### config.mk
export PLATFORM = sky130hd
export DESIGN_NAME = uart_rx_os
export DESIGN_NICKNAME = d
export VERILOG_FILES = /design/src/rtl/uart_rx_os.sv
export SDC_FILE = /design/constraint.sdc
export NUM_CORES = 1
export LEC_CHECK = 0
export ABC_AREA = 1
export CAP_MARGIN = 20
export CORE_UTILIZATION = 30
export DETAILED_ROUTE_END_ITERATION = 8
export PLACE_DENSITY_LB_ADDON = 0.3
export REMOVE_ABC_BUFFERS = 1
export SETUP_SLACK_MARGIN = 0.05
export SYNTH_ARGS = -nofsm -noshare
export SYNTH_HDL_FRONTEND = slang
export SYNTH_SLANG_ARGS = --single-unit
### constraint.sdc
create_clock -name clk_i -period 1.7 [get_ports clk_i]
set_clock_uncertainty 0.05 [all_clocks]
set_input_delay 0.255 -clock clk_i [delete_from_list [all_inputs] [get_ports clk_i]]
set_output_delay 0.255 -clock clk_i [all_outputs]
set_load 0.05 [all_outputs]
### src/rtl/uart_rx_os.sv
// Oversampling UART receiver: 3-sample majority vote per bit, start/stop checks,
// one-word output register with valid/ready and overrun. Parity via UART_RX_PARITY_EN.
module uart_rx_os #(
    parameter int unsigned DATA_W      = 8,
    parameter int unsigned OVERSAMPLE  = 16,
    parameter int unsigned STOP_BITS   = 1,
    parameter int unsigned SYNC_STAGES = 2
) (
    input  logic              clk_i,
    input  logic              rst_i,
    input  logic              tick_i,
    input  logic              rx_i,
    input  logic              en_i,
    input  logic              parity_odd_i,
    output logic [DATA_W-1:0] data_o,
    output logic              valid_o,
    input  logic              ready_i,
    output logic              frame_err_o,
    output logic              parity_err_o,
    output logic              overrun_o,
    output logic              busy_o
);
    localparam int unsigned SW = $clog2(OVERSAMPLE);
    localparam int unsigned BW = $clog2(DATA_W + 1);
    localparam int unsigned M  = OVERSAMPLE / 2;

    localparam logic [SW-1:0] SCNT_PRE  = SW'(M - 1);
    localparam logic [SW-1:0] SCNT_MID  = SW'(M);
    localparam logic [SW-1:0] SCNT_DEC  = SW'(M + 1);
    localparam logic [SW-1:0] SCNT_LAST = SW'(OVERSAMPLE - 1);
    localparam logic [BW-1:0] DATA_LAST = BW'(DATA_W - 1);
    localparam logic [BW-1:0] STOP_LAST = BW'(STOP_BITS - 1);

    typedef enum logic [2:0] {
        S_IDLE,
        S_START,
        S_DATA,
`ifdef UART_RX_PARITY_EN
        S_PARITY,
`endif
        S_STOP
    } state_t;

    state_t                 state;
    logic [SYNC_STAGES-1:0] sync_q;
    logic                   rxs;
    logic                   armed;
    logic [SW-1:0]          scnt;
    logic [BW-1:0]          bcnt;
    logic                   s_pre;
    logic                   s_mid;
    logic [DATA_W-1:0]      shreg;
    logic                   ferr;
    logic                   vote;
    logic                   at_dec;
    logic                   at_last;
    logic                   word_done;
    logic                   word_ferr;
`ifdef UART_RX_PARITY_EN
    logic                   perr;
`else
    logic                   unused_parity_odd;
    assign unused_parity_odd = parity_odd_i;
    assign parity_err_o      = 1'b0;
`endif

    assign rxs = sync_q[SYNC_STAGES-1];

    always_comb begin
        vote      = (s_pre & s_mid) | (s_pre & rxs) | (s_mid & rxs);
        at_dec    = (scnt == SCNT_DEC);
        at_last   = (scnt == SCNT_LAST);
        word_done = en_i && tick_i && (state == S_STOP) && at_dec && (bcnt == STOP_LAST);
        word_ferr = ferr | ~vote;
    end

    always_ff @(posedge clk_i) begin
        if (rst_i) sync_q <= '1;
        else       sync_q <= {sync_q[SYNC_STAGES-2:0], rx_i};
    end

    // Decision-tick code follows wrap-tick code in each state so that, when both
    // fall on the same tick (small OVERSAMPLE), the decision's transition wins.
    always_ff @(posedge clk_i) begin
        if (rst_i) begin
            state  <= S_IDLE;
            armed  <= 1'b0;
            scnt   <= '0;
            bcnt   <= '0;
            s_pre  <= 1'b1;
            s_mid  <= 1'b1;
            shreg  <= '0;
            ferr   <= 1'b0;
            busy_o <= 1'b0;
`ifdef UART_RX_PARITY_EN
            perr   <= 1'b0;
`endif
        end else if (!en_i) begin
            state  <= S_IDLE;
            armed  <= 1'b0;
            scnt   <= '0;
            bcnt   <= '0;
            busy_o <= 1'b0;
        end else if (tick_i) begin
            if (state != S_IDLE) scnt <= at_last ? '0 : scnt + SW'(1);
            if (scnt == SCNT_PRE) s_pre <= rxs;
            if (scnt == SCNT_MID) s_mid <= rxs;
            case (state)
                S_IDLE: begin
                    if (rxs) begin
                        armed <= 1'b1;
                    end else if (armed) begin
                        state  <= S_START;
                        scnt   <= '0;
                        bcnt   <= '0;
                        ferr   <= 1'b0;
                        busy_o <= 1'b1;
`ifdef UART_RX_PARITY_EN
                        perr   <= 1'b0;
`endif
                    end
                end
                S_START: begin
                    if (at_last) state <= S_DATA;
                    if (at_dec && vote) begin
                        state  <= S_IDLE;
                        armed  <= 1'b0;
                        scnt   <= '0;
                        busy_o <= 1'b0;
                    end
                end
                S_DATA: begin
                    if (at_dec) shreg <= {vote, shreg[DATA_W-1:1]};
                    if (at_last) begin
                        if (bcnt == DATA_LAST) begin
                            bcnt  <= '0;
`ifdef UART_RX_PARITY_EN
                            state <= S_PARITY;
`else
                            state <= S_STOP;
`endif
                        end else begin
                            bcnt <= bcnt + BW'(1);
                        end
                    end
                end
`ifdef UART_RX_PARITY_EN
                S_PARITY: begin
                    if (at_dec) perr <= ((^shreg) ^ vote) != parity_odd_i;
                    if (at_last) state <= S_STOP;
                end
`endif
                S_STOP: begin
                    if (at_last) bcnt <= bcnt + BW'(1);
                    if (at_dec) begin
                        if (!vote) ferr <= 1'b1;
                        if (bcnt == STOP_LAST) begin
                            state  <= S_IDLE;
                            armed  <= 1'b0;
                            scnt   <= '0;
                            bcnt   <= '0;
                            busy_o <= 1'b0;
                        end
                    end
                end
                default: state <= S_IDLE;
            endcase
        end
    end

    always_ff @(posedge clk_i) begin
        if (rst_i) begin
            data_o       <= '0;
            valid_o      <= 1'b0;
            frame_err_o  <= 1'b0;
            overrun_o    <= 1'b0;
`ifdef UART_RX_PARITY_EN
            parity_err_o <= 1'b0;
`endif
        end else begin
            overrun_o <= 1'b0;
            if (valid_o && ready_i) valid_o <= 1'b0;
            if (word_done) begin
                if (!valid_o || ready_i) begin
                    data_o       <= shreg;
                    frame_err_o  <= word_ferr;
                    valid_o      <= 1'b1;
`ifdef UART_RX_PARITY_EN
                    parity_err_o <= perr;
`endif
                end else begin
                    overrun_o <= 1'b1;
                end
            end
        end
    end
endmodule

==> parameters.txt, run 1 <==
Parameter                              Value

Layout
  Leading cell type in the layout, fill and taps excluded    sky130_fd_sc_hd__nor2_1
  Filler instances    a little over 600
  # nets final    303
  Total area of sequential cells    723 µm²
  Layout-stage area growth over the synthesis result    24.9%
  Multi-input gate area    905 µm²
  Share of cells above drive strength 1    18.2%
  N_diodes    0
  Commonest non-fill, non-tap cells in the layout    sky130_fd_sc_hd__nor2_1 (52), sky130_fd_sc_hd__nand2_1 (51), sky130_fd_sc_hd__dfxtp_1 (34)

Synthesis
  Post-Syn Instances    about 260
  Largest area contributor in the synthesized netlist    sky130_fd_sc_hd__dfxtp_1
  Avg Cell Area, Syn    slightly below 7 µm²
  Dominant cells by area after synthesis    sky130_fd_sc_hd__dfxtp_1 (41%), sky130_fd_sc_hd__nand2_1 (12%), sky130_fd_sc_hd__nor2_1 (11%)
  Distinct cell type count of the synthesized netlist    26
  Flip-flop and latch count after synthesis    36
  Warnings, synthesis    0
  Area of the mapped netlist    between 0.0015 and 0.002 mm²
  Area share of the leading cell type in the synthesized netlist    41.3%
  Register area share after synthesis    slightly above 40%

Clocking
  Post-CTS Setup Inserts    0
  Buffer levels on the longest clock path    2
  CTS tree    built
  Sinks on the clock net    36
  Clk pin slew, worst setup/hold paths    0.08 ns
  Total CTS buffers    5
  Number of levels in the clock H-tree    2
  Post-CTS resize count    0
  CTS Root Cell    sky130_fd_sc_hd__clkbuf_8
  Hold bufs inserted after CTS    0
  Clock latency reported for the late side of the worst-skew pair    0.29 ns

Worst setup path
  Crit path capture type    register
  Critical path startpoint category    register
  Most frequent cell on the critical path    sky130_fd_sc_hd__nor2_4
  Critical path startpoint    scnt[1]
  Crit path arrival time    around 1.7 ns
  Sequence of cells on the critical path    inv_2 -> ha_1 -> nand3_2 -> nor2_4 -> nand2_1 -> nor2_4 -> buf_4 -> a21oi_1 -> o21a_1
  Standard cell with the maximum stage delay on the critical path    sky130_fd_sc_hd__dfxtp_1
  Biggest fanout along the worst timing path    4
  Delay of the slowest critical-path stage    approximately 0.34 ns
  R2R Path Start    scnt[1]
  Worst setup path category    register to register
  Endpoint required time on the critical path    about 1.8 ns

STA
  Hold violation total from the final report    0
  Pins Over Slew Limit    0
  Count of final setup violators    0
  Maximum operating frequency    0.651 GHz
  Final worst hold slack    between 0.3 and 0.4 ns
  Shortest period the worst path allows    about 1.5 ns
  Post-route clock period utilization    between 90% and 100%
  Unrepaired setup endpoints after global routing    yes

Placement
  Count of input and output buffers    17
  Routability congestion estimate    between 0.8 and 0.9
  Placed wire-length estimate    around 2900 µm

Route
  Routed via count divided by cell count    ~4.6
  Total Routed Length    roughly 4000 µm
  1st-iter DRT viols    100
  First-pass iteration count of the detailed router    4
  Total via count in the routed design    between 1500 and 2000
  Detailed-route DRC error count    0
  Antenna Violating Nets Remaining    0
  Per-cell routed wire length    around 11 µm

Run
  Max-cap check violation count    0

Floorplan
  Area of the placeable core    between 0.005 and 0.006 mm²
  DIE HEIGHT    slightly below 80 µm
  Die X-Extent    just under 80 µm
  Total number of placement rows    27
  Total Die Area    ~0.006 mm²
  Effective utilization at floorplan    between 30% and 40%
  IO Count    20

Power
  Power per cell area    between 700 and 800 mW/mm²
  Portion of total power attributed to sequential cells    around 50%
  Power Total    approximately 1.7 mW
  Sw Share    between 20% and 30%
  Internal power consumption    approximately 1.3 mW
  Combinational cell fraction of total power    4.4%
  Leakage    approximately 0.98 nW
  Net switching component of the power    about 0.37 mW
  Clock network fraction of design power    between 40% and 50%
  Maximum vdd ir drop    around 0.45 mV

Min path
  Worst hold start    sync_q[0]
  Hold/Removal Path Class    register to register

GRT
  Number of global-route vias before repair    approximately 1600
  Largest net degree at the start of global routing    17
  Overall track demand over capacity in global routing    15.0%
  Total global routing overflow    0
  Antenna violations before repair    0
  First-pass GRT wire length    roughly 7100 µm

Outcome
  Outcome    finished clean
## state kept, by name, indices dropped and copies added, names as in the netlist, 2 cells and up
signal / cells
bcnt: 4
data_o: 8
scnt: 4
shreg: 8
state: 2
sync_q: 2
## path summary, 6_finish.rpt
kind	end	slack, ns	depth (start not counted)
setup / recovery	frame_err_o	0.16	9
hold / removal	sync_q[1]	0.37	1
setup reg to reg	frame_err_o	0.16	9
hold reg to reg	sync_q[1]	0.37	1
## logic make-up (layout without fill, tap and decap cells)
logic type               after synthesis  after routing  synth area share (%)
AO/OA/AOI/OAI                         44             44                  13.1
flip-flops                            36             36                  41.3
AND/OR/NAND/NOR                      137            137                  33.5
adder cells (fa/ha/maj)                5              5                  3.58
buffers and inverters                 36             69                  8.38
other                                  1              1                 0.215
## per-layer routing
layer | up-vias | share of wire [%] | wire (µm) | track usage (%)
met3 | 8 | 3.7 | 146 | 4.30
met4 | 0 | 1.8 | 70 | 6.30
met5 | - | 0 | 0 | 0
met2 | 37 | 45 | 1800 | 23.5
met1 | 735 | 50 | 1980 | 19.0
li1 | 880 | - | - | -
## through the flow
step | utilization [%] | setup TNS [ns] | instances | setup WS [ns] | cell area (µm²)
2_1_floorplan | - | 0 | 255 | 0.195 | 1720
3_3_place_gp | 36.6 | -0.000711 | 356 | -0.000711 | 2040
3_5_place_dp | 36.6 | -0.00295 | 356 | -0.00295 | 2040
4_1_cts | 38.6 | 0 | 364 | 0.112 | 2150
5_1_grt | 39.1 | -0.0215 | 364 | -0.0159 | 2180
6_report | 39.1 | 0 | 364 | 0.164 | 2180
## worst max-delay path: cells and delay by family (launching register included)
family                     cells  cell delay (ns)
AOI/OAI and AO/OA              2             0.15
adders and majority gates      1             0.16
buffers and inverters          2             0.21
DFF                            1             0.34
and+or+nand+nor                4             0.52
## power groups by stage
stage / Clock, mW / Sequential [mW] / Combinational (mW)
final: 0.762 / 0.849 / 0.0745
after detailed placement: 0 / 0.869 / 0.0728
after global placement: 0 / 0.869 / 0.0733
after CTS: 0.785 / 0.849 / 0.0735
after global routing: 0.830 / 0.849 / 0.0839
after floorplan: 0 / 0.869 / 0.0354
## synth_stat cells
cell and count:
sky130_fd_sc_hd__nand2_2 1, sky130_fd_sc_hd__clkinv_1 1, sky130_fd_sc_hd__nor3_1 1, sky130_fd_sc_hd__o211ai_1 1, sky130_fd_sc_hd__dfxtp_1 36, sky130_fd_sc_hd__nand2_1 54, sky130_fd_sc_hd__buf_4 2, sky130_fd_sc_hd__o311ai_0 1
sky130_fd_sc_hd__a21oi_1 16, sky130_fd_sc_hd__nor2_2 6, sky130_fd_sc_hd__nor3b_1 1, sky130_fd_sc_hd__clkinv_2 1, sky130_fd_sc_hd__nand3b_1 1, sky130_fd_sc_hd__nand3_1 13, sky130_fd_sc_hd__nand4_1 3, sky130_fd_sc_hd__o21ai_1 2
sky130_fd_sc_hd__ha_1 5, sky130_fd_sc_hd__conb_1 1, sky130_fd_sc_hd__nor2_1 52, sky130_fd_sc_hd__clkbuf_2 1, sky130_fd_sc_hd__buf_2 1, sky130_fd_sc_hd__o21ai_0 23, sky130_fd_sc_hd__nand3_2 2, sky130_fd_sc_hd__inv_1 30
sky130_fd_sc_hd__or2_2 3, sky130_fd_sc_hd__o21a_1 1
## final cells by class
| cell class | instances | share of cell area [%] |
|---|---|---|
| well taps | 72 | 4.13 |
| clock buffers | 5 | 3.16 |
| repair buffers | 29 | 10.6 |
| inverters | 32 | 5.57 |
| multi-input cells | 187 | 41.5 |
| clock inverters | 3 | 1.95 |
| flip-flops and latches | 36 | 33.2 |
Power figures use the tool's default switching activity.
==> run 2: changes to the inputs <==
--- a/config.mk
+++ b/config.mk
@@ -9,6 +9,7 @@
 export CAP_MARGIN = 20
 export CORE_UTILIZATION = 30
 export DETAILED_ROUTE_END_ITERATION = 8
+export GPL_TIMING_DRIVEN = 0
 export PLACE_DENSITY_LB_ADDON = 0.3
 export REMOVE_ABC_BUFFERS = 1
 export SETUP_SLACK_MARGIN = 0.05
==> run 2 against run 1 <==
Worst setup slack worse by 0.067 ns. Worst hold slack worse by 0.0076 ns. Critical endpoint is now shreg[7]. Critical path depth down 1. Highest routed layer unchanged. Sequential share of layout area up 0.84 points. Largest power group unchanged. Global-route usage down 0.51 points.
==> parameters.txt, run 2 (synthesis results as in run 1) <==
Parameter                              Value

GRT
  Largest net degree at the start of global routing    19
  GR Layer Usage met1    18.4%
  Met2 demand-to-capacity share in global routing    between 20% and 30%
  First-pass GRT wire length    6940 µm
  Number of global-route vias before repair    about 1600
  Total global routing overflow    0
  Highest-utilization routing layer at the global route stage    met2
  Overall track demand over capacity in global routing    ~14%
  Antenna violations before repair    0
  Met3 Resource Use GR    3.37%

Worst setup path
  Destination of the worst register-to-register timing path    shreg[7]
  R2R Path Start    scnt[1]
  Endpoint required time on the critical path    around 1.8 ns
  Register-to-register setup slack    0.1 ns
  Critical path startpoint category    register
  Crit path arrival time    between 1.5 and 2 ns
  Standard cell with the maximum stage delay on the critical path    sky130_fd_sc_hd__dfxtp_1
  Depth of the most critical reg-to-reg path    8
  Biggest fanout along the worst timing path    9
  Delay of the slowest critical-path stage    approximately 0.36 ns
  Worst setup path category    register to register
  Sequence of cells on the critical path    inv_1 -> ha_1 -> nand3_2 -> nor2_4 -> nand2_1 -> clkinv_2 -> o21ai_1 -> a21oi_1
  Crit path capture type    register

Power
  Clock network fraction of design power    41.6%
  Portion of total power attributed to sequential cells    a little over half
  Internal power consumption    around 1.2 mW
  Leakage    just under 1 nW
  Sw Share    between 20% and 30%
  Power per cell area    between 700 and 800 mW/mm²
  Net switching component of the power    between 0.4 and 0.5 mW
  Maximum vdd ir drop    between 0.4 and 0.5 mV
  Combinational cell fraction of total power    under 10%

STA
  Count of final setup violators    0
  Maximum operating frequency    roughly 0.62 GHz
  Final worst hold slack    about 0.36 ns
  Unrepaired setup endpoints after global routing    yes
  Hold violation total from the final report    0
  Shortest period the worst path allows    ~1.6 ns
  Post-route clock period utilization    94.3%
  Total negative slack    0 ns
  Pins Over Slew Limit    0
  Final worst-path setup slack    between 0.09 and 0.1 ns

Run
  Max-cap check violation count    0

Layout
  N_diodes    0
  Total area of sequential cells    around 720 µm²
  Commonest non-fill, non-tap cells in the layout    sky130_fd_sc_hd__nand2_1 (52), sky130_fd_sc_hd__nor2_1 (50), sky130_fd_sc_hd__dfxtp_1 (36)
  Share of cells above drive strength 1    between 10 and 15%
  Layout-stage area growth over the synthesis result    21.3%
  Multi-input gate area    ~910 µm²
  Largest registers ranked by flip-flop count    data_o: 8 flops, shreg: 8 flops
  Filler instances    slightly above 600
  # nets final    294
  Leading cell type in the layout, fill and taps excluded    sky130_fd_sc_hd__nand2_1

Placement
  Count of input and output buffers    17
  Routability congestion estimate    0.818
  Worst slack at placement    -0.547 ns
  Placed wire-length estimate    ~2800 µm

Min path
  Worst hold path endpoint    sync_q[1]
  Hold Path Depth    1
  Worst hold start    sync_q[0]
  Hold/Removal Path Class    register to register

Floorplan
  IO Count    20
  Effective utilization at floorplan    between 30% and 40%
  Total Die Area    ~0.006 mm²
  Area of the placeable core    ~0.0056 mm²
  DIE HEIGHT    around 80 µm
  Total number of placement rows    27
  Die X-Extent    between 70 and 80 µm

Clocking
  Clock latency reported for the late side of the worst-skew pair    0.30 ns
  CTS tree    built
  Number of levels in the clock H-tree    2
  Sinks on the clock net    36
  Buffer levels on the longest clock path    2
  Total CTS buffers    5
  Clk pin slew, worst setup/hold paths    about 0.080 ns
  CTS Root Cell    sky130_fd_sc_hd__clkbuf_8

Route
  Detailed-route DRC error count    0
  1st-iter DRT viols    84
  First-pass iteration count of the detailed router    4
  Total Routed Length    between 3000 and 4000 µm
  Routed via count divided by cell count    between 4 and 5
  Per-cell routed wire length    11.3 µm
  Total via count in the routed design    1647
  Antenna Violating Nets Remaining    0

Outcome
  Outcome    finished clean
run 2: changes by cell type in the layout (fill, tap and decap cells not counted), moves of 2 or more:
cell,before,now
sky130_fd_sc_hd__nor2_1,52,50
sky130_fd_sc_hd__nor2_2,3,5
sky130_fd_sc_hd__buf_4,24,2
sky130_fd_sc_hd__dlygate4sd2_1,0,13
sky130_fd_sc_hd__dfxtp_1,34,36
sky130_fd_sc_hd__dfxtp_2,2,0
run 2: critical path, delay by kind of cell (launching register included):
family | cells | cell delay (ns)
simple gates | 3 | 0.39
flops | 1 | 0.36
buf+inv | 2 | 0.28
compound gates | 2 | 0.21
fa+ha+maj | 1 | 0.21
run 2: power groups by stage:
stage	Sequential, mW	Clock [mW]	Combinational, mW
after floorplan	0.869	0	0.0354
after global placement	0.869	0	0.0622
after detailed placement	0.869	0	0.0623
after CTS	0.849	0.665	0.0622
after global routing	0.849	0.697	0.0712
final	0.849	0.649	0.0628
run 2: final cells by class:
cell class	count	share of cell area (%)
repair buffers	20	8.50
inverters	32	5.73
multi-input cells	187	43.2
well taps	72	4.25
clock buffers	5	3.25
flip-flops and latches	36	34.0
clock inverters	3	1.12
run 2: worst max path at each step:
stage          slack (ns)    start           to  cells past startpoint
6_report              0.1  scnt[1]     shreg[7]                      8
5_1_grt             -0.03  scnt[0]      bcnt[0]                      8
4_1_cts              0.06  scnt[1]  frame_err_o                      9
3_5_place_dp        -0.55   tick_i    data_o[3]                      8
3_3_place_gp        -0.57   tick_i    data_o[7]                      8
2_1_floorplan        0.19  scnt[1]    data_o[0]                      9
run 2: through the flow:
stage                     instances  utilization (%)  instance area (µm²)  power [mW]
after floorplan                 255                -                 1720       0.904
after global placement          344             35.6                 1980       0.931
after detailed placement        344             35.6                 1980       0.931
after CTS                       353             37.4                 2090        1.58
after global routing            355             38.0                 2120        1.62
final                           355             38.0                 2120        1.56
run 2: routing by layer:
layer  vias to the layer above  routed length, µm
li1                        866                  -
met1                       746               2030
met2                        28               1750
met3                         7                138
met4                         0                 72
met5                         -                  0
run 2: what timing repair did:
action / in CTS / in global routing
resized for setup: 19 / 5
hold buffers: 0 / 0
setup endpoints to repair: 22 / 27
pin swaps: 1 / 1
buffers inserted: 1 / 2
==> run 3: changes to the inputs <==
--- a/config.mk
+++ b/config.mk
@@ -6,13 +6,13 @@
 export NUM_CORES = 1
 export LEC_CHECK = 0
 export ABC_AREA = 1
-export CAP_MARGIN = 20
 export CORE_UTILIZATION = 30
 export DETAILED_ROUTE_END_ITERATION = 8
 export GPL_TIMING_DRIVEN = 0
 export PLACE_DENSITY_LB_ADDON = 0.3
 export REMOVE_ABC_BUFFERS = 1
 export SETUP_SLACK_MARGIN = 0.05
+export SLEW_MARGIN = 15
 export SYNTH_ARGS = -nofsm -noshare
 export SYNTH_HDL_FRONTEND = slang
 export SYNTH_SLANG_ARGS = --single-unit
==> results of run 3 <==
No change in the layout: final DEF, timing and power equal those of run 2.
